[config.mk]
export PLATFORM = sky130hd
export DESIGN_NAME = string_radix_parser
export DESIGN_NICKNAME = d
export VERILOG_FILES = /design/src/rtl/string_conv_pkg.sv /design/src/rtl/char_digit_decode.sv /design/src/rtl/string_radix_parser.sv
export SDC_FILE = /design/constraint.sdc
export NUM_CORES = 1
export LEC_CHECK = 0
export CAP_MARGIN = 10
export CORE_MARGIN = 4
export CORE_UTILIZATION = 40
export DETAILED_ROUTE_END_ITERATION = 6
export HOLD_SLACK_MARGIN = 0.03
export SYNTH_ARGS = -nofsm -noshare
export SYNTH_HDL_FRONTEND = slang
export SYNTH_SLANG_ARGS = --single-unit
[constraint.sdc]
create_clock -name clk -period 15 [get_ports clk]
set_input_delay 3 -clock clk [delete_from_list [all_inputs] [get_ports clk]]
set_output_delay 3 -clock clk [all_outputs]
set_load 0.02 [all_outputs]
[src/rtl/string_conv_pkg.sv]
// Shared types and ASCII constants for the streaming string-to-integer parser.
package string_conv_pkg;

  typedef enum logic [1:0] {
    RADIX_DEC = 2'd0,
    RADIX_HEX = 2'd1,
    RADIX_OCT = 2'd2,
    RADIX_BIN = 2'd3
  } radix_e;

  typedef enum logic [1:0] {
    ST_IDLE  = 2'd0,
    ST_ACCUM = 2'd1,
    ST_SKIP  = 2'd2,
    ST_DONE  = 2'd3
  } parser_state_e;

  localparam logic [7:0] CH_MINUS      = 8'h2D;
  localparam logic [7:0] CH_UNDERSCORE = 8'h5F;
  localparam logic [7:0] CH_NUL        = 8'h00;

  // Per-character classification produced by the digit decoder.
  typedef struct packed {
    logic       is_digit;
    logic       is_underscore;
    logic [3:0] digit;
  } digit_info_t;

endpackage

[src/rtl/char_digit_decode.sv]
// Classifies one ASCII character against the digit set of the selected radix.
module char_digit_decode
  import string_conv_pkg::*;
(
  input  logic [7:0]  in_char,
  input  radix_e      radix,
  output digit_info_t info_c
);

  logic [3:0] num_val;
  logic [3:0] alpha_lo_val;
  logic [3:0] alpha_hi_val;

  assign num_val      = 4'(in_char - 8'h30);
  assign alpha_lo_val = 4'(in_char - 8'h57);
  assign alpha_hi_val = 4'(in_char - 8'h37);

  always_comb begin
    info_c               = '0;
    info_c.is_underscore = (in_char == CH_UNDERSCORE);
    if (in_char >= 8'h30 && in_char <= 8'h39) begin
      info_c.digit = num_val;
      unique case (radix)
        RADIX_DEC, RADIX_HEX: info_c.is_digit = 1'b1;
        RADIX_OCT:            info_c.is_digit = (num_val < 4'd8);
        RADIX_BIN:            info_c.is_digit = (num_val < 4'd2);
        default:              info_c.is_digit = 1'b0;
      endcase
    end else if (in_char >= 8'h61 && in_char <= 8'h66) begin
      info_c.digit    = alpha_lo_val;
      info_c.is_digit = (radix == RADIX_HEX);
    end else if (in_char >= 8'h41 && in_char <= 8'h46) begin
      info_c.digit    = alpha_hi_val;
      info_c.is_digit = (radix == RADIX_HEX);
    end
  end

endmodule

[src/rtl/string_radix_parser.sv]
// Streaming ASCII-to-integer converter: one character per beat, runtime radix,
// W-bit two's-complement result with overflow, sign and digit-count status.
module string_radix_parser
  import string_conv_pkg::*;
#(
  parameter int unsigned W     = 32,
  parameter int unsigned CNT_W = 8
) (
  input  logic             clk,
  input  logic             rst_n,
  input  logic             in_valid,
  output logic             in_ready,
  input  logic [7:0]       in_char,
  input  logic             in_last,
  input  logic [1:0]       in_mode,
  output logic             out_valid,
  input  logic             out_ready,
  output logic [W-1:0]     out_value,
  output logic             out_overflow,
  output logic             out_neg,
  output logic [CNT_W-1:0] out_digits
);

  localparam int unsigned AW = W + 4;

  parser_state_e    state_q, state_d;
  radix_e           mode_q, mode_d;
  logic [W-1:0]     acc_q, acc_d;
  logic             ovf_q, ovf_d;
  logic             neg_q, neg_d;
  logic [CNT_W-1:0] cnt_q, cnt_d;

  logic             beat;
  logic             take;
  logic             load_out;
  radix_e           radix_c;
  digit_info_t      info_c;
  logic [AW-1:0]    acc_ext;
  logic [AW-1:0]    step_c;
  logic             step_ovf;
  logic [CNT_W-1:0] cnt_inc;

  assign in_ready = (state_q != ST_DONE);
  assign beat     = in_valid && in_ready;
  assign take     = out_valid && out_ready;

  // Mode is taken live on the first beat and from the latch afterwards.
  assign radix_c = (state_q == ST_IDLE) ? radix_e'(in_mode) : mode_q;

  char_digit_decode u_decode (
    .in_char (in_char),
    .radix   (radix_c),
    .info_c  (info_c)
  );

  // One accumulation step in W+4 bits so the lost high bits are visible.
  always_comb begin
    acc_ext = AW'(acc_q);
    unique case (radix_c)
      RADIX_DEC: step_c = (acc_ext << 3) + (acc_ext << 1) + AW'(info_c.digit);
      RADIX_HEX: step_c = (acc_ext << 4) | AW'(info_c.digit);
      RADIX_OCT: step_c = (acc_ext << 3) | AW'(info_c.digit);
      RADIX_BIN: step_c = (acc_ext << 1) | AW'(info_c.digit);
      default:   step_c = '0;
    endcase
  end

  assign step_ovf = |step_c[AW-1:W];
  assign cnt_inc  = (&cnt_q) ? cnt_q : cnt_q + CNT_W'(1);

  always_ff @(posedge clk or negedge rst_n) begin
    if (!rst_n) begin
      state_q <= ST_IDLE;
      mode_q  <= RADIX_DEC;
      acc_q   <= '0;
      ovf_q   <= 1'b0;
      neg_q   <= 1'b0;
      cnt_q   <= '0;
    end else begin
      state_q <= state_d;
      mode_q  <= mode_d;
      acc_q   <= acc_d;
      ovf_q   <= ovf_d;
      neg_q   <= neg_d;
      cnt_q   <= cnt_d;
    end
  end

  always_comb begin
    state_d  = state_q;
    mode_d   = mode_q;
    acc_d    = acc_q;
    ovf_d    = ovf_q;
    neg_d    = neg_q;
    cnt_d    = cnt_q;
    load_out = 1'b0;
    unique case (state_q)
      ST_IDLE, ST_ACCUM: begin
        if (beat) begin
          state_d = ST_ACCUM;
          if (state_q == ST_IDLE) begin
            mode_d = radix_c;
          end
          if (state_q == ST_IDLE && in_char == CH_MINUS && radix_c == RADIX_DEC) begin
            neg_d = 1'b1;
          end else if (info_c.is_digit) begin
            acc_d = step_c[W-1:0];
            ovf_d = ovf_q | step_ovf;
            cnt_d = cnt_inc;
          end else if (!info_c.is_underscore) begin
            state_d = ST_SKIP;
          end
          if (in_last) begin
            state_d  = ST_DONE;
            load_out = 1'b1;
          end
        end
      end
      ST_SKIP: begin
        if (beat && in_last) begin
          state_d  = ST_DONE;
          load_out = 1'b1;
        end
      end
      ST_DONE: begin
        if (take) begin
          state_d = ST_IDLE;
          mode_d  = RADIX_DEC;
          acc_d   = '0;
          ovf_d   = 1'b0;
          neg_d   = 1'b0;
          cnt_d   = '0;
        end
      end
      default: state_d = ST_IDLE;
    endcase
  end

  // Result registers: loaded with the final beat folded in, held until taken.
  always_ff @(posedge clk or negedge rst_n) begin
    if (!rst_n) begin
      out_valid    <= 1'b0;
      out_value    <= '0;
      out_overflow <= 1'b0;
      out_neg      <= 1'b0;
      out_digits   <= '0;
    end else if (load_out) begin
      out_valid    <= 1'b1;
      out_value    <= neg_d ? W'(-acc_d) : acc_d;
      out_overflow <= ovf_d;
      out_neg      <= neg_d;
      out_digits   <= cnt_d;
    end else if (take) begin
      out_valid    <= 1'b0;
      out_value    <= '0;
      out_overflow <= 1'b0;
      out_neg      <= 1'b0;
      out_digits   <= '0;
    end
  end

endmodule
### Yosys cells after proc, flatten, opt, wreduce, memory -nomap -nowiden

Cells that the tools add are included.

* register bits after elaboration: 89
* output and inout port bits: 44
* bits of input ports: 15

* $add $sub $neg: 7
* multiplexer cells: 53
* eq/ne operators: 13
* bitwise gates (word level): 4
* order comparisons: 8
* reductions and logical operators: 18

Operator list (count)
* 2-to-1 mux 32 bit: 7
* one-hot mux 36 bit (4 select lines): 1
* one-hot mux 32 bit (2 select lines): 1
* 2-to-1 mux 8 bit: 7
* adder 35 x 33 -> 36 bit: 1
* adder 36 x 4 -> 36 bit: 1
* OR 36 x 4 -> 36 bit: 1
* OR 35 x 4 -> 35 bit: 1
* OR 33 x 4 -> 33 bit: 1
* negation 32 bit: 1
* 2-to-1 mux 2 bit: 10
* 2-to-1 mux 1 bit: 17
* greater-or-equal comparator 8 x 7 -> 1 bit (second input constant): 2
* less-or-equal comparator 8 x 7 -> 1 bit (second input constant): 2
* one-hot mux 8 bit (2 select lines): 1
* 2-to-1 mux 4 bit: 3
* != test 2 bit (second input constant): 5
* adder 8 x 1 -> 8 bit (second input constant): 1
* == test 2 bit (second input constant): 4
* == test 8 x 6 -> 1 bit (second input constant): 1
* == test 8 x 7 -> 1 bit (second input constant): 1
* greater-or-equal comparator 8 x 6 -> 1 bit (second input constant): 1
* less-or-equal comparator 8 x 6 -> 1 bit (second input constant): 1
* logical AND 1 bit: 8
* other kinds (17): 24

### Longest topological paths before layout

Gate-level depths: netlist of run 1.

* depth in word-level cells: 14
* mapped depth: 22
* gate-level depth less buffers: 22

### Modules after synthesis

From an unflattened synthesis of run 1, not the netlist that was laid out.

* cells, all modules: 937
* area total of the unflattened synthesis: 7787.5 um2

Modules (own cells, without submodules)
* string_radix_parser: sequential area each 2227.1 um2, times used 1, area an instance 7557.2 um2, cells each 910
* char_digit_decode: sequential area each 0.0 um2, times used 1, area an instance 230.2 um2, cells each 27

### Least setup slack after synthesis of run 1

No wires, ideal clock.

* path type: input to register
* start point: input in_char[7]
* end point: register out_value[24]
* path buffers: 0
* stages on the path: 17
* arrival: 7195 ps
* slack: 7684 ps
* cells stage by stage: or4b_4 > a311o_1 > a21oi_1 > xnor2_1 > inv_1 > ha_1 > a211oi_1 > o21a_1 > nor3_1 > o41ai_1 > o21ai_0 > a2111oi_4 > and4_1 > nor4b_4 > a31oi_1 > xor2_1 > a22o_1

* word-level cells in the longest chain between the ends: 14

Ends and longest elaborated chain
* start, declared: line string_radix_parser.sv:13 `input logic [7:0] in_char,`
* greater-or-equal comparator 8 x 7 -> 1 bit / less-or-equal comparator 8 x 7 -> 1 bit (equally long branches): line char_digit_decode.sv:32 `end else if (in_char >= 8'h41 && in_char <= 8'h46) begin`
* logical AND 1 bit: line char_digit_decode.sv:32
* 2-to-1 mux 4 bit: line char_digit_decode.sv:32
* 2-to-1 mux 4 bit: line char_digit_decode.sv:29 `end else if (in_char >= 8'h61 && in_char <= 8'h66) begin`
* 2-to-1 mux 4 bit: line char_digit_decode.sv:21 `if (in_char >= 8'h30 && in_char <= 8'h39) begin`
* adder 36 x 4 -> 36 bit (tied with other cells): line string_radix_parser.sv:60 `RADIX_DEC: step_c = (acc_ext << 3) + (acc_ext << 1) + AW'(info_c.digit);`
* one-hot mux 36 bit (4 select lines): line string_radix_parser.sv:59 `unique case (radix_c)`
* 2-to-1 mux 32 bit: line string_radix_parser.sv:106 `end else if (info_c.is_digit) begin`
* 2-to-1 mux 32 bit: line string_radix_parser.sv:104 `if (state_q == ST_IDLE && in_char == CH_MINUS && radix_c == RADIX_DEC) begin`
* 2-to-1 mux 32 bit: line string_radix_parser.sv:99 `if (beat) begin`
* one-hot mux 32 bit (2 select lines): line string_radix_parser.sv:97 `unique case (state_q)`
* negation 32 bit: line string_radix_parser.sv:149 `out_value <= neg_d ? W'(-acc_d) : acc_d;`
* 2-to-1 mux 32 bit *: line string_radix_parser.sv:149
* 2-to-1 mux 32 bit *: line string_radix_parser.sv:147 `end else if (load_out) begin`
* end signal, assigned: line string_radix_parser.sv:149
* end, declared: line string_radix_parser.sv:18 `output logic [W-1:0] out_value,`

Mark *: on every way between the ends. The rest lies on a longest branch, timed or not.
A chain may end at the register's enable or synchronous reset.

### Worst setup path in the final report of run 1

* start point: input in_char[1]
* end point: register out_value[24]

Same word-level chain as after synthesis.

==> metrics.md, run 1 <==
| Metric | Value |
|---|---|
| Run status | `finished clean` |
| Number of placed instances with taps included | `1,287` |
| Total inserted antenna cells | `0` |
| Maximum Capacitance Violations | `0` |
| Antenna Nets Post-Route | `0` |
| FP Rows | `52` |
| Share of power burned in registers | `between 20% and 30%` |
| Core ar. | `20,200 sq um` |
| DRC marker count from the first detailed-route iteration | `627` |
| Clock period minus final worst setup slack | `8300 ps` |
| Most used standard cell by instance count after synthesis | `nand2_1` |
| Number of different library cells in the post-synthesis netlist | `94` |
| Critical path data arrival time | `8530 ps` |
| IR drop worst, VDD | `0.000152 V` |
| Total number of vias | `between 7,000 and 8,000` |
| Cell count of the worst reg-to-reg path | `18` |
| Finished Core Util | `46.0%` |
| Slowest stage cell on the critical path | `clkdlybuf4s50_1` |
| Top Layer Used | `met4` |
| Number of hold buffers added after cts | `0` |
| CTS buffer count | `9` |
| Final period util | `between 50% and 60%` |
| GRT overflow | `0` |
| Place WS | `6440 ps` |
| Num ports | `59` |
| Delay of the slowest cell on the worst path | `630 ps` |
| Count of filler cells inserted in the layout | `2,002` |
| Number of enable flip-flop cells after synthesis | `0` |
| Cell-by-cell trace of the critical path | `clkdlybuf4s50_1 > inv_1 > ha_1 > nor3b_1 > a311o_1 > a21oi_1 > xnor2_1 > inv_1 > ha_1 > a211oi_1 > o21a_1 > nor3_1 > o41ai_1 > o21ai_0 > a2111oi_4 > and4_1 > nor4b_4 > a31oi_1 > xor2_1 > a22o_1` |
| Cell type with the highest aggregate area in the netlist | `dfrtp_1` |
| CTS sink cnt | `89` |
| Unrepaired setup endpoints after global routing | `false` |
| First drt pass iteration count | `5` |
| Worst slew margin | `23.0%` |
| Setup total negative slack | `0 ps` |
| Max-slew violation total from the final report | `0` |
| Worst Hold Slack | `481 ps` |
| Max Clock Freq | `0.120 GHz` |
| Maximum buffer depth of the clock tree | `2` |
| Starting density of the core | `40.5%` |
| Fraction of layout instances using a drive strength above 1 | `6.39%` |
| Detailed-routing wirelength on met1 | `12,600 um` |
| Number of port buffers | `58` |
| Lkg Pwr | `4.11 nW` |
| Post-synthesis instance area | `just over 8000 sq um` |
| Number of resized instances in the post-cts repair step | `0` |
| Area delta synth->final | `13.5%` |
| Per-cell routed wire length | `19.1 um` |
| Horizontal die dimension | `151 um` |
| Slew at the pin closest to its max-slew limit | `1150 ps` |
| Global placement routability congestion | `roughly 0.90` |
| Mean number of vias per cell | `roughly 6.0` |
| Later-pin clock latency in the skew report | `350 ps` |
| Drt drc | `0` |
| Worst clock skew | `around 7.1 ps` |
| Kind of critical path | `in2reg` |
| Ys Warns | `0` |
| Setup crit start kind | `input pin` |
| Sequential share of the synthesized area | `27.2%` |
| Nets in the synthesized netlist | `1,086` |
| Deepest level of the CTS H-tree | `3` |
| DRT Wirelength | `24,900 um` |
| Final setup vio count | `0` |
| Synth top cells by count | `143 x nand2_1, 89 x dfrtp_1, 85 x o21ai_0` |
| Pin count of the biggest net entering global routing | `78` |
| Stages on the worst setup path | `20` |
| Number of setup buffers added after CTS | `0` |
| Share of the synthesized area in the top cell type | `27.2%` |
| Routed length on met3 | `1540 um` |
| Worst path buffer plus inverter count | `3` |
| Power per cell area | `99.0 nW/um^2` |
| Ranking of synthesized cells by area | `dfrtp_1 27%, ha_1 12%, nand2_1 6.6%, o21ai_0 5.2%, a21oi_1 4.1%` |
| Cell count after synthesis | `about 990` |
| Share of flip-flops with an asynchronous set or reset | `between 90% and 100%` |
| Via count of the first global-routing pass | `approximately 7,400` |
| Proportion of power drawn by the clock network | `23.5%` |
| Buffer cell driving the clock tree root | `clkbuf_16` |
| Routed wl met2 | `10,500 um` |
| Die area | `22,800 sq um` |
| NumNets Final | `1,120` |
| Net switching power | `0.000426 W` |
| Average instance area after synthesis | `8.23 sq um` |
| Type of the most critical hold path | `reg2reg` |
| Relative contribution of combinational cells to total power | `47.7%` |
| GR Util All Layers | `22.2%` |
| Worst Slack Setup Final | `6700 ps` |
| Die Height | `roughly 150 um` |
| Hold Path Depth | `2` |
| Internal power | `0.000493 W` |
| Number of antenna violations at the first check in global routing | `0` |
| Clock-pin slew of the registers on the worst-case setup and hold paths | `60 ps` |
| Post-DP HPWL | `18,600 um` |
| CP Capture Type | `flip-flop` |
| TritonCTS clock tree | `done` |
| Yosys reg bits | `89` |
| Largest fanout on the critical path | `8` |
| Flip-flop cell with the highest count after synthesis | `dfrtp_1` |
| Wire length of the first global-routing pass | `40,600 um` |
| Endpoint required time on the critical path | `around 15,000 ps` |
| Proportion of total power due to net switching | `between 40% and 50%` |
| Non-filler cells, final | `between 1,000 and 1,500` |
| Cell family contributing the most delay on the critical path | `compound AO/OA/AOI/OAI gates` |
| Final-report hold violation count | `0` |
## worst register-to-register path, stage by stage, from the launching register on
cell       delay (ps)
dfrtp_1           450
inv_1             110
ha_1              140
buf_4             270
mux2_2            580
o211ai_1          430
a22oi_4           200
o21a_2            510
a21oi_1           420
ha_1              330
or3b_2            480
o211ai_1          130
o2111ai_1         140
a21oi_1           260
and4_1            300
nor4b_4           340
a31oi_1           150
xor2_1            190
a22o_1            180
## power groups by stage
| stage | registers [W] | clock network [W] | logic, W |
|---|---|---|---|
| CTS | 0.000263 | 0.000220 | 0.000433 |
| global placement | 0.000268 | 0 | 0.000432 |
| detailed placement | 0.000268 | 0 | 0.000431 |
| global route | 0.000265 | 0.000231 | 0.000472 |
| finish | 0.000264 | 0.000216 | 0.000439 |
| floorplan | 0.000263 | 0 | 0.000303 |
## registers in the layout, indices dropped and copies added (netlist names)
signal	flops
out_overflow	1
mode_q	2
out_value	32
neg_q	1
cnt_q	8
out_digits	8
state_q	2
ovf_q	1
out_neg	1
acc_q	32
out_valid	1
## final timing paths
check                              start             to  slack (ps)
max                           in_char[1]  out_value[24]        6700
min                        out_value[17]  out_value[17]         480
max reg2reg                   state_q[1]  out_value[24]        9280
min reg2reg                out_value[17]  out_value[17]         480
max in group asynchronous          rst_n   out_value[1]       11320
min in group asynchronous          rst_n  out_digits[3]        2480
## area by class of cell
cell class	count	area [sq um]	share of cell area (%)
clock buffers	12	246	2.66
clock inverters	4	33.8	0.364
inverters	33	124	1.34
multi-input cells	829	5670	61.1
flip-flops and latches	89	2230	24.0
well taps	270	338	3.64
repair buffers	66	638	6.88
## per-layer routing
metal	track usage [%]	vias up
met5	0	-
met4	4.40	0
met3	3.89	21
met2	32.0	253
met1	34.5	3771
li1	-	3817
## stage by stage
stage                     area [sq um]  power, W
after floorplan                   8180  0.000566
after global placement            9000  0.000700
after detailed placement          9000  0.000699
after CTS                         9280  0.000917
after global routing              9280  0.000968
final                             9280  0.000919
## layout by cell type (no fill, tap or decap), drive strengths merged, types with 14 or more instances in the layout
| cell type | synthesis | final |
|---|---|---|
| xnor2 | 23 | 23 |
| a22o | 18 | 18 |
| dfrtp | 89 | 89 |
| inv | 32 | 35 |
| nor2 | 63 | 63 |
| nor3 | 28 | 28 |
| xor2 | 14 | 14 |
| nand4 | 14 | 14 |
| nand2 | 143 | 143 |
| a21oi | 67 | 67 |
| nand3 | 30 | 30 |
| o21ai | 95 | 95 |
| ha | 76 | 76 |
| o211ai | 15 | 15 |
| a21o | 17 | 17 |
| clkdlybuf4s50 | 0 | 57 |
## cell families after synthesis
family | after synthesis | share of synthesized area (%)
compound gates | 339 | 29.0
xor+xnor | 37 | 3.96
fa+ha+maj | 77 | 11.9
buf+inv | 76 | 3.66
flops | 89 | 27.2
mux | 20 | 2.79
simple gates | 356 | 21.5
Note: power is estimated with default switching activity, not from simulation.
==> inputs of run 2 (changes only) <==
==> constraint.sdc (replaced) <==
create_clock -name clk -period 8.1 [get_ports clk]
set_input_delay 1.62 -clock clk [delete_from_list [all_inputs] [get_ports clk]]
set_output_delay 1.62 -clock clk [all_outputs]
set_load 0.02 [all_outputs]
==> metrics.md, run 2 (same netlist as run 1, synthesis figures left out) <==
| Metric | Value |
|---|---|
| Run status | `finished clean (unchanged)` |
| Via count of the first global-routing pass | `7,488 (was 7,435)` |
| Final-report hold violation count | `0 (unchanged)` |
| Most frequent standard cell in the layout excluding fill and tap cells | `nand2_1 (unchanged)` |
| FP Rows | `52 (unchanged)` |
| Pin count of the biggest net entering global routing | `78 (unchanged)` |
| Worst setup endpoint | `out_value[24] (unchanged)` |
| CP Capture Type | `flip-flop (unchanged)` |
| R2r endpoint | `out_value[24] (unchanged)` |
| Number of port buffers | `58 (unchanged)` |
| NumNets Final | `1,123 (was 1,120)` |
| Horizontal die dimension | `151 um (unchanged)` |
| Worst setup path start | `in_char[1] (unchanged)` |
| Relative contribution of combinational cells to total power | `48.1% (was 47.7%)` |
| Regs by FF count | `acc_q (32), out_value (32) (unchanged)` |
| Number of resized instances in the post-cts repair step | `0 (unchanged)` |
| Clock period minus final worst setup slack | `6890 ps` |
| Largest fanout on the critical path | `8 (unchanged)` |
| Post-DP HPWL | `18,800 um (was 18,600 um)` |
| Type of the most critical hold path | `reg2reg (unchanged)` |
| Place WS | `925 ps (was 6440 ps)` |
| Core ar. | `20,200 sq um (unchanged)` |
| Worst slew margin | `24.0% (was 23.0%)` |
| GR Util All Layers | `22.4% (was 22.2%)` |
| GRT overflow | `0 (unchanged)` |
| Deepest level of the CTS H-tree | `3 (unchanged)` |
| Final setup vio count | `0 (unchanged)` |
| Number of setup buffers added after CTS | `0 (unchanged)` |
| Max Clock Freq | `0.145 GHz` |
| Area delta synth->final | `13.7% (was 13.5%)` |
| Clock-pin slew of the registers on the worst-case setup and hold paths | `70 ps (was 60 ps)` |
| Later-pin clock latency in the skew report | `340 ps (was 350 ps)` |
| Lkg Pwr | `4.12 nW (was 4.11 nW)` |
| Worst Slack Setup Final | `1210 ps (was 6700 ps)` |
| Die Height | `151 um (unchanged)` |
| Wire length of the first global-routing pass | `40,800 um (was 40,600 um)` |
| TritonCTS clock tree | `done (unchanged)` |
| Starting density of the core | `40.5% (unchanged)` |
| Total number of vias | `7,926 (was 7,862)` |
| Internal power | `0.000912 W (was 0.000493 W)` |
| Buffer cell driving the clock tree root | `clkbuf_16 (unchanged)` |
| Drt drc | `0 (unchanged)` |
| Unrepaired setup endpoints after global routing | `false (unchanged)` |
| Per-cell routed wire length | `19.4 um (was 19.1 um)` |
| Final standard cell area without fillers | `9300 sq um (was 9280 sq um)` |
| Dpl cell area | `9020 sq um (was 9000 sq um)` |
| IR drop worst, VDD | `0.000162 V (was 0.000152 V)` |
| Max-slew violation total from the final report | `0 (unchanged)` |
| Num ports | `59 (unchanged)` |
| Mean number of vias per cell | `6.07 (was 6.03)` |
| Cell count of the worst reg-to-reg path | `18 (unchanged)` |
| DRT Wirelength | `25,300 um (was 24,900 um)` |
| Number of hold buffers added after cts | `0 (unchanged)` |
| Total inserted antenna cells | `0 (unchanged)` |
| DRC marker count from the first detailed-route iteration | `570 (was 627)` |
| Proportion of power drawn by the clock network | `23.3% (was 23.5%)` |
| Slack of the worst reg-to-reg path | `2410 ps (was 9280 ps)` |
| Total power consumption of the routed design | `0.00171 W (was 0.000919 W)` |
| CTS sink cnt | `89 (unchanged)` |
| Power per cell area | `184 nW/um^2 (was 99.0 nW/um^2)` |
| Setup total negative slack | `0 ps (unchanged)` |
| Kind of critical path | `in2reg (unchanged)` |
| Proportion of total power due to net switching | `46.6% (was 46.3%)` |
| Critical path data arrival time | `7120 ps (was 8530 ps)` |
| Reg-to-reg critical path startpoint | `state_q[0] (was state_q[1])` |
| Die area | `22,800 sq um (unchanged)` |
| Net switching power | `0.000795 W (was 0.000426 W)` |
| Fraction of layout instances using a drive strength above 1 | `6.76% (was 6.39%)` |
| Antenna Nets Post-Route | `0 (unchanged)` |
| Endpoint required time on the critical path | `8330 ps (was 15,240 ps)` |
| Maximum buffer depth of the clock tree | `2 (unchanged)` |
| First drt pass iteration count | `5 (unchanged)` |
| Global placement routability congestion | `0.901 (was 0.904)` |
| Finished Core Util | `46.1% (was 46.0%)` |
| Maximum Capacitance Violations | `0 (unchanged)` |
| Most frequent cells in the layout | `143 x nand2_1, 89 x dfrtp_1, 85 x o21ai_0 (unchanged)` |
| Setup crit start kind | `input pin (unchanged)` |
| Slew at the pin closest to its max-slew limit | `1140 ps (was 1150 ps)` |
| Final period util | `85.1%` |
| Number of antenna violations at the first check in global routing | `0 (unchanged)` |
| Share of power burned in registers | `28.6% (was 28.7%)` |
| Worst clock skew | `6.99 ps (was 7.12 ps)` |
| CTS buffer count | `9 (unchanged)` |
[run 2: area by class of cell]
type	count	area, sq um
multi-input combinational	829	5670
timing repair buffer	69	661
clock buffer	10	229
inverter	33	124
clock inverter	6	48.8
fill	1989	10900
tap	270	338
sequential	89	2230
[run 2: power by group through the flow]
| stage | logic [W] | registers (W) | clock network [W] |
|---|---|---|---|
| final | 0.000820 | 0.000489 | 0.000398 |
| after global routing | 0.000892 | 0.000491 | 0.000425 |
| after CTS | 0.000813 | 0.000488 | 0.000406 |
| after detailed placement | 0.000810 | 0.000496 | 0 |
| after global placement | 0.000809 | 0.000496 | 0 |
| after floorplan | 0.000561 | 0.000487 | 0 |
[run 2: critical path: stages]
cell and delay [ps]:
clkdlybuf4s50_1 620, inv_1 100, ha_1 220, nor3b_1 180, a311o_1 370, a21oi_1 310, xnor2_1 230, inv_1 80
ha_1 290, a211oi_1 370, o21a_1 310, nor3_1 100, o41ai_1 360, o21ai_0 290, a2111oi_4 460, and4_1 310
nor4b_4 340, a31oi_1 150, xor2_1 190, a22o_1 180
[run 2: how the worst min path moves through the flow]
| stage | start | to | slack, ps | depth (start not counted) |
|---|---|---|---|---|
| after CTS | out_value[17] | out_value[17] | 490 | 2 |
| final | out_value[17] | out_value[17] | 490 | 2 |
| after detailed placement | out_value[0] | out_value[0] | 470 | 2 |
| after floorplan | cnt_q[5] | cnt_q[5] | 510 | 1 |
| after global placement | out_value[4] | out_value[4] | 460 | 2 |
| after global routing | out_value[1] | out_value[1] | 510 | 2 |
[run 2: through the flow]
step | hold WS (ps) | instances
4_1_cts | 490 | 1306
3_3_place_gp | 465 | 1290
6_report | 485 | 1306
2_1_floorplan | 505 | 994
3_5_place_dp | 469 | 1290
5_1_grt | 514 | 1306
[run 2: per-layer routing]
layer	GRT usage, %	wire length, um	part of all wire (%)	vias to the layer above
met1	34.3	12700	50	3822
met3	3.77	1580	6.2	23
li1	-	-	-	3819
met4	4.40	325	1.3	0
met5	0	0	0	-
met2	33.0	10700	42	262
==> inputs of run 3 (changes only) <==
--- a/config.mk
+++ b/config.mk
@@ -5,11 +5,13 @@
 export SDC_FILE = /design/constraint.sdc
 export NUM_CORES = 1
 export LEC_CHECK = 0
+export ABC_AREA = 1
 export CAP_MARGIN = 10
 export CORE_MARGIN = 4
 export CORE_UTILIZATION = 40
 export DETAILED_ROUTE_END_ITERATION = 6
 export HOLD_SLACK_MARGIN = 0.03
+export SETUP_SLACK_MARGIN = 0.1
 export SYNTH_ARGS = -nofsm -noshare
 export SYNTH_HDL_FRONTEND = slang
 export SYNTH_SLANG_ARGS = --single-unit
==> metrics.md, run 3 <==
| Metric | Value |
|---|---|
| Synth top cells by count | `517 x nand2_1, 214 x inv_1, 112 x nand3_1 (was 143 x nand2_1, 89 x dfrtp_1, 85 x o21ai_0)` |
| Number of enable flip-flop cells after synthesis | `0 (unchanged)` |
| CTS sink cnt | `89 (unchanged)` |
| Power per cell area | `88.2 nW/um^2 (was 184 nW/um^2)` |
| Reg-to-reg critical path startpoint | `state_q[1] (was state_q[0])` |
| Number of hold buffers added after cts | `0 (unchanged)` |
| Maximum Capacitance Violations | `0 (unchanged)` |
| Cell type with the highest aggregate area in the netlist | `dfrtp_1 (unchanged)` |
| Hold Path Depth | `2 (unchanged)` |
| Horizontal die dimension | `158 um (was 151 um)` |
| Endpoint required time on the critical path | `8330 ps (about the same)` |
| Per-cell routed wire length | `14.9 um (was 19.4 um)` |
| Share of the synthesized area in the top cell type | `24.7% (was 27.2%)` |
| Final period util | `72.8% (was 85.1%)` |
| GRT overflow | `0 (unchanged)` |
| Slack of the worst reg-to-reg path | `3680 ps (was 2410 ps)` |
| Most frequent standard cell in the layout excluding fill and tap cells | `nand2_1 (unchanged)` |
| Starting density of the core | `40.9% (was 40.5%)` |
| Area delta synth->final | `11.9% (was 13.7%)` |
| Internal power | `0.000694 W (was 0.000912 W)` |
| Clock-pin slew of the registers on the worst-case setup and hold paths | `60 ps (was 70 ps)` |
| GR Util All Layers | `21.9% (was 22.4%)` |
| Most frequent cells in the layout | `517 x nand2_1, 214 x inv_1, 112 x nand3_1 (was 143 x nand2_1, 89 x dfrtp_1, 85 x o21ai_0)` |
| Number of resized instances in the post-cts repair step | `0 (unchanged)` |
| Share of power burned in registers | `50.0% (was 28.6%)` |
| DRT Wirelength | `26,700 um (was 25,300 um)` |
| Nets in the synthesized netlist | `1,560 (was 1,086)` |
| R2r endpoint | `out_value[28] (was out_value[24])` |
| Cell count of the worst reg-to-reg path | `24 (was 18)` |
| Wire length of the first global-routing pass | `44,600 um (was 40,800 um)` |
| Relative contribution of combinational cells to total power | `3.5% (was 48.1%)` |
| NumNets Final | `1,598 (was 1,123)` |
| CP Capture Type | `flip-flop (unchanged)` |
| TritonCTS clock tree | `done (unchanged)` |
| Die Height | `158 um (was 151 um)` |
| Delay of the slowest cell on the worst path | `560 ps (was 620 ps)` |
| Ranking of synthesized cells by area | `dfrtp_1 25%, nand2_1 22%, ha_1 11%, inv_1 8.9%, nand3_1 6.2% (was dfrtp_1 27%, ha_1 12%, nand2_1 6.6%, o21ai_0 5.2%, a21oi_1 4.1%)` |
| Cell repeated most along the worst path | `nand2_1` |
| Run status | `finished clean (unchanged)` |
| Number of setup buffers added after CTS | `0 (unchanged)` |
| Slew at the pin closest to its max-slew limit | `945 ps (was 1140 ps)` |
| Cell count after synthesis | `1,468 (was 994)` |
| Setup total negative slack | `0 ps (unchanged)` |
| Type of the most critical hold path | `reg2reg (unchanged)` |
| Ys Warns | `0 (unchanged)` |
| First drt pass iteration count | `5 (unchanged)` |
| Lkg Pwr | `5.32 nW (was 4.12 nW)` |
| Average instance area after synthesis | `6.14 sq um (was 8.23 sq um)` |
| Kind of critical path | `in2reg (unchanged)` |
| Cell family contributing the most delay on the critical path | `simple AND/OR/NAND/NOR gates (was compound AO/OA/AOI/OAI gates)` |
| Final-report hold violation count | `0 (unchanged)` |
| Hold path startpoint | `out_value[29] (was out_value[17])` |
| Global placement routability congestion | `0.898 (was 0.901)` |
| Flip-flop cell with the highest count after synthesis | `dfrtp_1 (unchanged)` |
| Buffer cell driving the clock tree root | `clkbuf_16 (unchanged)` |
| Non-filler cells, final | `1,790 (was 1,306)` |
| Via count of the first global-routing pass | `8,784 (was 7,488)` |
| Number of placed instances with taps included | `1,775 (was 1,290)` |
| Number of port buffers | `58 (unchanged)` |
| Max Clock Freq | `0.169 GHz (was 0.145 GHz)` |
| IR drop worst, VDD | `0.000103 V (was 0.000162 V)` |
| DRC marker count from the first detailed-route iteration | `684 (was 570)` |
| Number of different library cells in the post-synthesis netlist | `51 (was 94)` |
| Antenna Nets Post-Route | `0 (unchanged)` |
| Maximum buffer depth of the clock tree | `2 (unchanged)` |
| Die area | `25,000 sq um (was 22,800 sq um)` |
| Largest fanout on the critical path | `6 (was 8)` |
| Worst slew margin | `36.7% (was 24.0%)` |
| Sequential share of the synthesized area | `24.7% (was 27.2%)` |
| Total inserted antenna cells | `0 (unchanged)` |
| Yosys reg bits | `89 (unchanged)` |
| Share of flip-flops with an asynchronous set or reset | `100% (unchanged)` |
| Fraction of layout instances using a drive strength above 1 | `4.64% (was 6.76%)` |
| Mean number of vias per cell | `5.17 (was 6.07)` |
| Worst path buffer plus inverter count | `6 (was 3)` |
| Max-slew violation total from the final report | `0 (unchanged)` |
| Unrepaired setup endpoints after global routing | `false (unchanged)` |
| Core ar. | `22,000 sq um (was 20,200 sq um)` |
| Proportion of power drawn by the clock network | `46.6% (was 23.3%)` |
| End of the worst hold path | `out_value[29] (was out_value[17])` |
| Worst clock skew | `9.34 ps (was 6.99 ps)` |
| Pin count of the biggest net entering global routing | `60 (was 78)` |
| Net switching power | `0.000195 W (was 0.000795 W)` |
| Number of antenna violations at the first check in global routing | `0 (unchanged)` |
| Regs by FF count | `acc_q (32), out_value (32) (unchanged)` |
| Clock period minus final worst setup slack | `5900 ps (was 6890 ps)` |
| Count of filler cells inserted in the layout | `2,341 (was 1,989)` |
| Setup crit start kind | `input pin (unchanged)` |
| Most used standard cell by instance count after synthesis | `nand2_1 (unchanged)` |
| Post-synthesis instance area | `9010 sq um (was 8180 sq um)` |
| Proportion of total power due to net switching | `22.0% (was 46.6%)` |
| Num ports | `59 (unchanged)` |
| Final setup vio count | `0 (unchanged)` |
| CTS buffer count | `9 (unchanged)` |
| Post-DP HPWL | `21,000 um (was 18,800 um)` |
| Later-pin clock latency in the skew report | `340 ps (about the same)` |
| Total number of vias | `9,263 (was 7,926)` |
| Drt drc | `0 (unchanged)` |
| Critical path data arrival time | `6130 ps (was 7120 ps)` |
| Deepest level of the CTS H-tree | `3 (unchanged)` |
| Slowest stage cell on the critical path | `clkdlybuf4s50_1 (unchanged)` |
| FP Rows | `54 (was 52)` |
==> run 3: cell count changes in the layout (fill, tap and decap cells not counted), sizes merged, moves of 16 or more <==
| cell | previous run | this run |
|---|---|---|
| a21o | 17 | 1 |
| inv | 35 | 227 |
| nand2 | 143 | 531 |
| nand3 | 30 | 116 |
| nor2 | 63 | 118 |
| xnor2 | 23 | 1 |
==> run 3: metrics by stage <==
stage	total power (W)	cell area (sq um)	setup slack [ps]	hold WS [ps]	utilization, %
after global placement	0.000485	9790	2020	465	44.5
final	0.000890	10100	2200	479	45.8
after floorplan	0.000464	9010	3060	445	-
after detailed placement	0.000484	9790	1890	465	44.5
after CTS	0.000899	10100	2240	485	45.8
after global routing	0.000922	10100	1680	508	45.8
==> run 3: worst max path at each step <==
stage	endpoint	slack (ps)	cells after the start	from
floorplan	out_value[29]	3060	31	in_char[1]
global placement	out_value[28]	2020	33	in_char[0]
detailed placement	out_value[29]	1890	33	in_char[0]
CTS	out_value[29]	2240	33	in_char[0]
global route	out_value[28]	1680	33	in_char[1]
finish	out_value[28]	2200	33	in_char[0]
==> run 3: kinds of logic after synthesis <==
kind of cell	Yosys count	share of synthesized area (%)
flip-flops	89	24.7
AO/OA/AOI/OAI	216	13.9
adder cells (fa/ha/maj)	77	10.8
buffers and inverters	265	11.7
AND/OR/NAND/NOR	815	38.3
XOR/XNOR	6	0.583
==> run 3: metal layers <==
metal / track usage, % / up-vias / part of all wire [%]
li1: - / 4810 / -
met1: 32.9 / 4206 / 51
met2: 34.7 / 230 / 44
met3: 1.72 / 17 / 4.1
met4: 4.51 / 0 / 1.2
met5: 0 / - / 0
==> run 3: power groups by stage <==
stage / clock, W / combinational (W) / sequential (W)
6_report: 0.000414 / 0.0000308 / 0.000444
5_1_grt: 0.000443 / 0.0000354 / 0.000444
4_1_cts: 0.000423 / 0.0000317 / 0.000444
3_5_place_dp: 0 / 0.0000316 / 0.000453
3_3_place_gp: 0 / 0.0000322 / 0.000453
2_1_floorplan: 0 / 0.0000110 / 0.000453
==> run 3: cell type report <==
cell class              count  area [sq um]  share of cell area, %
inverters                 228           858                   8.51
well taps                 280           350                   3.47
repair buffers             64           623                   6.18
flip-flops and latches     89          2230                   22.1
clock inverters             6          68.8                  0.682
clock buffers               9           225                   2.23
multi-input cells        1114          5740                   56.9
==> run 3: worst min-delay path: cells and delay by family (launching register included) <==
family,cells,cell delay (ps)
and+or+nand+nor,2,120
DFF,1,340
